[config.mk]
export PLATFORM = sky130hd
export DESIGN_NAME = game_sequencer
export DESIGN_NICKNAME = d
export VERILOG_FILES = /design/src/rtl/game_pkg.sv /design/src/rtl/sec_down_counter.sv /design/src/rtl/game_sequencer.sv
export SDC_FILE = /design/constraint.sdc
export NUM_CORES = 1
export LEC_CHECK = 0
export CAP_MARGIN = 20
export CELL_PAD_IN_SITES_DETAIL_PLACEMENT = 1
export CELL_PAD_IN_SITES_GLOBAL_PLACEMENT = 2
export CORE_UTILIZATION = 31
export DETAILED_ROUTE_END_ITERATION = 8
export HOLD_SLACK_MARGIN = 0.1
export PLACE_DENSITY = 0.84
export SYNTH_ARGS = -nofsm -noshare
export SYNTH_HDL_FRONTEND = slang
export SYNTH_SLANG_ARGS = --single-unit
[constraint.sdc]
create_clock -name clock_i -period 2.3 [get_ports clock_i]
set_input_delay 0.46 -clock clock_i [delete_from_list [all_inputs] [get_ports clock_i]]
set_output_delay 0.46 -clock clock_i [all_outputs]
set_load 0.005 [all_outputs]
[src/rtl/game_pkg.sv]
// game_pkg -- shared encodings and defaults for the whack-a-mole game sequencer.
//   phase_t   : IDLE / COUNTDOWN / PLAYING / DONE phase encoding (phase_o)
//   mode_t    : difficulty encoding (mode_i / mode_o)
//   *_DEFAULT : default countdown and game lengths in seconds
//   CD_W / TIMER_W : widths of the countdown and game-timer counters
package game_pkg;

  typedef enum logic [1:0] {
    IDLE      = 2'b00,
    COUNTDOWN = 2'b01,
    PLAYING   = 2'b10,
    DONE      = 2'b11
  } phase_t;

  typedef enum logic [1:0] {
    MODE_NONE   = 2'b00,
    MODE_SLOW   = 2'b01,
    MODE_MEDIUM = 2'b10,
    MODE_FAST   = 2'b11
  } mode_t;

  localparam int COUNTDOWN_S_DEFAULT = 3;
  localparam int GAME_S_DEFAULT      = 30;

  // Countdown spans 1..9 seconds, game timer 1..255 seconds.
  localparam int CD_W    = 4;
  localparam int TIMER_W = 8;

endpackage

[src/rtl/sec_down_counter.sv]
// sec_down_counter -- loadable seconds down-counter that stops at zero.
//   clk   in  : clock
//   rst   in  : asynchronous active-high reset (count -> 0)
//   load  in  : load value into count (takes priority over tick)
//   value in  : W-bit load value
//   tick  in  : decrement strobe; ignored once count reaches 0
//   count out : registered current count
//   zero  out : high while count is 0
module sec_down_counter #(
  parameter int W = 8
) (
  input  logic         clk,
  input  logic         rst,
  input  logic         load,
  input  logic [W-1:0] value,
  input  logic         tick,
  output logic [W-1:0] count,
  output logic         zero
);

  always_ff @(posedge clk or posedge rst) begin
    if (rst) begin
      count <= '0;
    end else if (load) begin
      count <= value;
    end else if (tick && (count != '0)) begin
      count <= count - W'(1);
    end
  end

  assign zero = (count == '0);

endmodule

[src/rtl/game_sequencer.sv]
// game_sequencer -- phase sequencer for a whack-a-mole game:
// IDLE -> COUNTDOWN -> PLAYING -> DONE, with score counting and display mux.
//   clock_i       in  : system clock (only clock)
//   reset_i       in  : asynchronous active-high reset
//   tick_1hz_i    in  : one-cycle strobe once per second
//   start_i       in  : one-cycle start request
//   mode_i        in  : difficulty (00 none, 01 slow, 10 medium, 11 fast)
//   whack_i       in  : one-cycle successful-hit strobe
//   phase_o       out : current phase
//   mode_o        out : mode latched at game start
//   mole_en_o     out : high only while PLAYING
//   time_left_o   out : seconds remaining in PLAYING
//   score_o       out : current score (saturating)
//   disp_value_o  out : value for the BCD/seven-segment path
//   disp_blank_o  out : display blanked (IDLE)
//   high_score_o  out : best final score since reset
// Build option: define GAME_SEQUENCER_HIGH_SCORE_EN to build the high-score
// register; otherwise high_score_o is tied to 0.
module game_sequencer
  import game_pkg::*;
#(
  parameter int COUNTDOWN_S = COUNTDOWN_S_DEFAULT,
  parameter int GAME_S      = GAME_S_DEFAULT,
  parameter int SCORE_W     = 16
) (
  input  logic               clock_i,
  input  logic               reset_i,
  input  logic               tick_1hz_i,
  input  logic               start_i,
  input  logic [1:0]         mode_i,
  input  logic               whack_i,
  output logic [1:0]         phase_o,
  output logic [1:0]         mode_o,
  output logic               mole_en_o,
  output logic [7:0]         time_left_o,
  output logic [SCORE_W-1:0] score_o,
  output logic [15:0]        disp_value_o,
  output logic               disp_blank_o,
  output logic [SCORE_W-1:0] high_score_o
);

  phase_t              phase;
  logic [CD_W-1:0]     cd_count;
  logic                cd_zero;
  logic                gm_zero;
  logic                start_ok;
  logic                cd_tick;
  logic                cd_last;
  logic                gm_tick;
  logic                gm_last;
  logic [SCORE_W-1:0]  score_next;

  assign phase_o = phase;

  // A start is honoured only from IDLE or DONE, and only with a real mode.
  // Because start wins in IDLE, a coincident tick is simply not consumed.
  assign start_ok = start_i && (mode_i != MODE_NONE) &&
                    ((phase == IDLE) || (phase == DONE));
  assign cd_tick  = tick_1hz_i && (phase == COUNTDOWN) && !cd_zero;
  assign cd_last  = cd_tick && (cd_count == CD_W'(1));
  assign gm_tick  = tick_1hz_i && (phase == PLAYING) && !gm_zero;
  assign gm_last  = gm_tick && (time_left_o == 8'd1);

  // Saturating score increment; a whack on the final tick still counts.
  always_comb begin
    score_next = score_o;
    if ((phase == PLAYING) && whack_i && (score_o != {SCORE_W{1'b1}})) begin
      score_next = score_o + SCORE_W'(1);
    end
  end

  sec_down_counter #(.W(CD_W)) u_countdown (
    .clk   (clock_i),
    .rst   (reset_i),
    .load  (start_ok),
    .value (CD_W'(COUNTDOWN_S)),
    .tick  (cd_tick),
    .count (cd_count),
    .zero  (cd_zero)
  );

  // The last countdown tick loads the game timer on the same edge PLAYING starts.
  sec_down_counter #(.W(TIMER_W)) u_game_timer (
    .clk   (clock_i),
    .rst   (reset_i),
    .load  (cd_last),
    .value (TIMER_W'(GAME_S)),
    .tick  (gm_tick),
    .count (time_left_o),
    .zero  (gm_zero)
  );

  // Phase FSM with registered outputs; the display register is fed the value
  // each counter/score will hold after this edge so it never lags a cycle.
  always_ff @(posedge clock_i or posedge reset_i) begin
    if (reset_i) begin
      phase        <= IDLE;
      mode_o       <= MODE_NONE;
      mole_en_o    <= 1'b0;
      score_o      <= '0;
      disp_value_o <= '0;
      disp_blank_o <= 1'b1;
    end else if (start_ok) begin
      phase        <= COUNTDOWN;
      mode_o       <= mode_i;
      mole_en_o    <= 1'b0;
      score_o      <= '0;
      disp_value_o <= 16'(COUNTDOWN_S);
      disp_blank_o <= 1'b0;
    end else begin
      case (phase)
        COUNTDOWN: begin
          if (cd_last) begin
            phase        <= PLAYING;
            mole_en_o    <= 1'b1;
            disp_value_o <= 16'(score_o);
          end else if (cd_tick) begin
            disp_value_o <= 16'(cd_count - CD_W'(1));
          end
        end
        PLAYING: begin
          score_o      <= score_next;
          disp_value_o <= 16'(score_next);
          if (gm_last) begin
            phase     <= DONE;
            mole_en_o <= 1'b0;
          end
        end
        default: begin
          // IDLE and DONE hold everything until a valid start.
        end
      endcase
    end
  end

`ifdef GAME_SEQUENCER_HIGH_SCORE_EN
  logic [SCORE_W-1:0] high_score;

  // Captured on the PLAYING->DONE edge only, so a reset mid-game never records.
  always_ff @(posedge clock_i or posedge reset_i) begin
    if (reset_i) begin
      high_score <= '0;
    end else if (gm_last && (score_next > high_score)) begin
      high_score <= score_next;
    end
  end

  assign high_score_o = high_score;
`else
  assign high_score_o = '0;
`endif

endmodule

==> metrics.txt <==
status finished, final reports clean; met2 WL 3972 um; cts hold-fix bufs 0; DIE AREA between 10000 and 15000 sq um; DR iter-0 viols between 70 and 80; # port buffers 52; Final Skew 9.781 ps; antenna-violating nets left 0; Reg clk slew, reported paths 100 ps; nets 409; combinational family with the most area after synthesis simple AND/OR/NAND/NOR gates; initial antenna violation count 0; multiplexer share of the synthesized area 0.01649; f_max 0.4667 GHz; IO Pins 69; Adder-Cell Fraction of Synth Area 0.03299; Final Slew Violations 0; DR vias/cell 5.010; Setup Crit Path Kind reg2reg; crit-path max FO 9; EDFF count, synth 0; Worst VDD drop 0.4834 mV; DR DRC count 0; antenna cells 0; Synth Cell Area 3034 sq um; CP max-delay cell dfrtp_1; total track usage 0.1814; CP required ~2500 ps; worst min-delay path category reg2reg; WL final 8509 um; vias 2625; most common cell after layout, fill and taps aside clkdlybuf4s50_1; Period minus WS final 2143 ps; Arr. time, crit path between 2000 and 2500 ps; CP max stage delay between 400 and 500 ps; dpl hpwl 6494 um; pin count of the biggest net entering global routing 51; post-synth cell types 67; CP Launch Type flip-flop; first-pass GRT wire length 14440 um; sequential fraction of the synthesis area 0.4128; TritonCTS Buffers 5; syn_area_per_cell 9.511 sq um; worst hold slack between 400 and 500 ps; Setup crit end kind flip-flop; final worst slack roughly 160 ps; Rel. slew slack 0.6264; vias in the first global route 2716; initial core utilization 0.3238; LEAKAGE around 1.7 nW; worst skew pair latency 310 ps; crit-path cells inv_1 -> ha_1 -> and2_2 -> nand4_4 -> o311a_1 -> a211oi_2 -> o21ai_1; most frequent cells in the layout clkdlybuf4s50_1 (52), dfrtp_1 (49), nand2_1 (35); RSZ-0062 raised after global routing no; Chip Width 100.9 um; root buffer cell clkbuf_8; Area Growth Syn to Fin 29.61%; Rows 35; Mapped Cells roughly 320; Die H a little over 100 um; simple-gate area share of the yosys netlist 0.2454; ys flop type dfrtp_1; final hold violation count 0; GP Congestion 0.8414; CTS H-tree lvls 2; Compound-Gate Fraction of Synth Area 0.1480; Tcrit/Tclk final 0.9316; # setup viols final 0; setup TNS 0 ps; synth warn 0; Detailed Routing Iterations Pass 1 4; Max-cap violations 0; pre-CTS WS -124.8 ps; met1 wire length 4088 um; Met3 Wirelength 303 um; core area 9371 sq um; Power, Total 2.406 mW; post-layout util 0.4196; power per cell area 611.8 nW/um^2; clock sink count 50; routed len/inst 16.24 um; GR Overflow Total 0; Worst-Margin Slew 559.8 ps; Highest Signal Layer met4; Clock Tree Buf Depth 2; xor/xnor cell area share of the yosys netlist 0.05773; share of flip-flops with an asynchronous set or reset 1.000; fraction of layout cells with a size suffix above 1 0.1646; CTS tree yes; Seq cells post-synth 50
[power breakdown]
part           switching (mW)  internal [mW]  total [mW]
combinational           0.278          0.374       0.652
clock                   0.310          0.355       0.665
sequential              0.104          0.985        1.09
total                   0.692           1.71        2.41
[metrics by stage]
step           instances  instance area (sq um)
2_1_floorplan        334                   3090
3_3_place_gp         516                   3804
3_5_place_dp         516                   3804
4_1_cts              524                   3923
5_1_grt              524                   3933
6_report             524                   3933
[worst max-delay path, delay by kind of cell (launching register included)]
kind	cells	cell delay, ps
compound gates	3	750
fa+ha+maj	1	280
buf+inv	1	90
flops	1	430
simple gates	2	480
[routing by layer]
layer | track usage | vias up
met1 | 0.2541 | 1297
met5 | 0 | -
li1 | - | 1247
met4 | 0.04682 | 0
met3 | 0.02705 | 10
met2 | 0.2924 | 71
[kinds of logic (layout without fill, tap and decap cells)]
logic type      Yosys count  after routing
other cells               1             16
buf+inv                  41            102
fa+ha+maj                 8              8
xor+xnor                 20             20
simple gates            132            132
compound gates           62             62
flops                    50             50
mux                       5              5
[path summary, 6_finish.rpt]
path                            start               end  slack (ps)  depth (start not counted)
min                         mode_o[1]         mode_o[1]         490                          2
max                        phase_o[0]  disp_value_o[11]         160                          7
min in group asynchronous     reset_i   disp_value_o[1]         500                          3
max in group asynchronous     reset_i      disp_blank_o        1520                          3
max reg2reg                phase_o[0]  disp_value_o[11]         160                          7
min reg2reg                 mode_o[1]         mode_o[1]         490                          2
[layout make-up]
type | count | area, sq um
fillers | 1118 | 5439
multi-input cells | 243 | 1592
flip-flops and latches | 50 | 1252
repair buffers | 84 | 773.2
well taps | 129 | 161.4
clock buffers | 7 | 86.33
inverters | 10 | 37.54
clock inverters | 1 | 30.03
[sequential cells by signal (all words and copies together) (netlist names)]
register	count
score_o	16
disp_value_o	16
mole_en_o	1
u_game_timer.count	8
phase_o	2
disp_blank_o	1
u_countdown.count	4
mode_o	2
[synthesized netlist by cell type, drive strengths merged (2+ instances only)]
cell type  instances  area [sq um]
dfrtp             49          1226
nand3             13         70.07
or2                3         21.27
nand2             35         131.4
a221o              2         20.02
o22ai              2         12.51
nor3              12         82.58
o31ai              2         15.01
and3               3         18.77
nand4b             3         26.28
ha                 8         100.1
a21o               2         15.01
a211oi             5         37.54
a31oi              2         12.51
and4               2         17.52
o211ai             2         15.01
nor2              33         147.6
nand4              6         58.80
nor3b              3         22.52
a22oi              5         37.54
or3                3         23.77
nand3b             2         15.01
nor2b              2         12.51
xnor2             13         113.9
and2               3         21.27
xor2               7         61.31
clkbuf             5         28.77
a311oi             2         17.52
inv               10         37.54
o21bai             3         22.52
a21oi              9         52.55
buf               26         192.7
mux2i              5         50.05
nor4               6         43.79
o21ai             15         75.07
[what timing repair did]
item,in CTS,in global routing
pin swaps,0,0
endpoints found under the setup margin,6,3
setup buffers,0,0
gates resized for setup,1,2
Power figures use the tool's default switching activity.
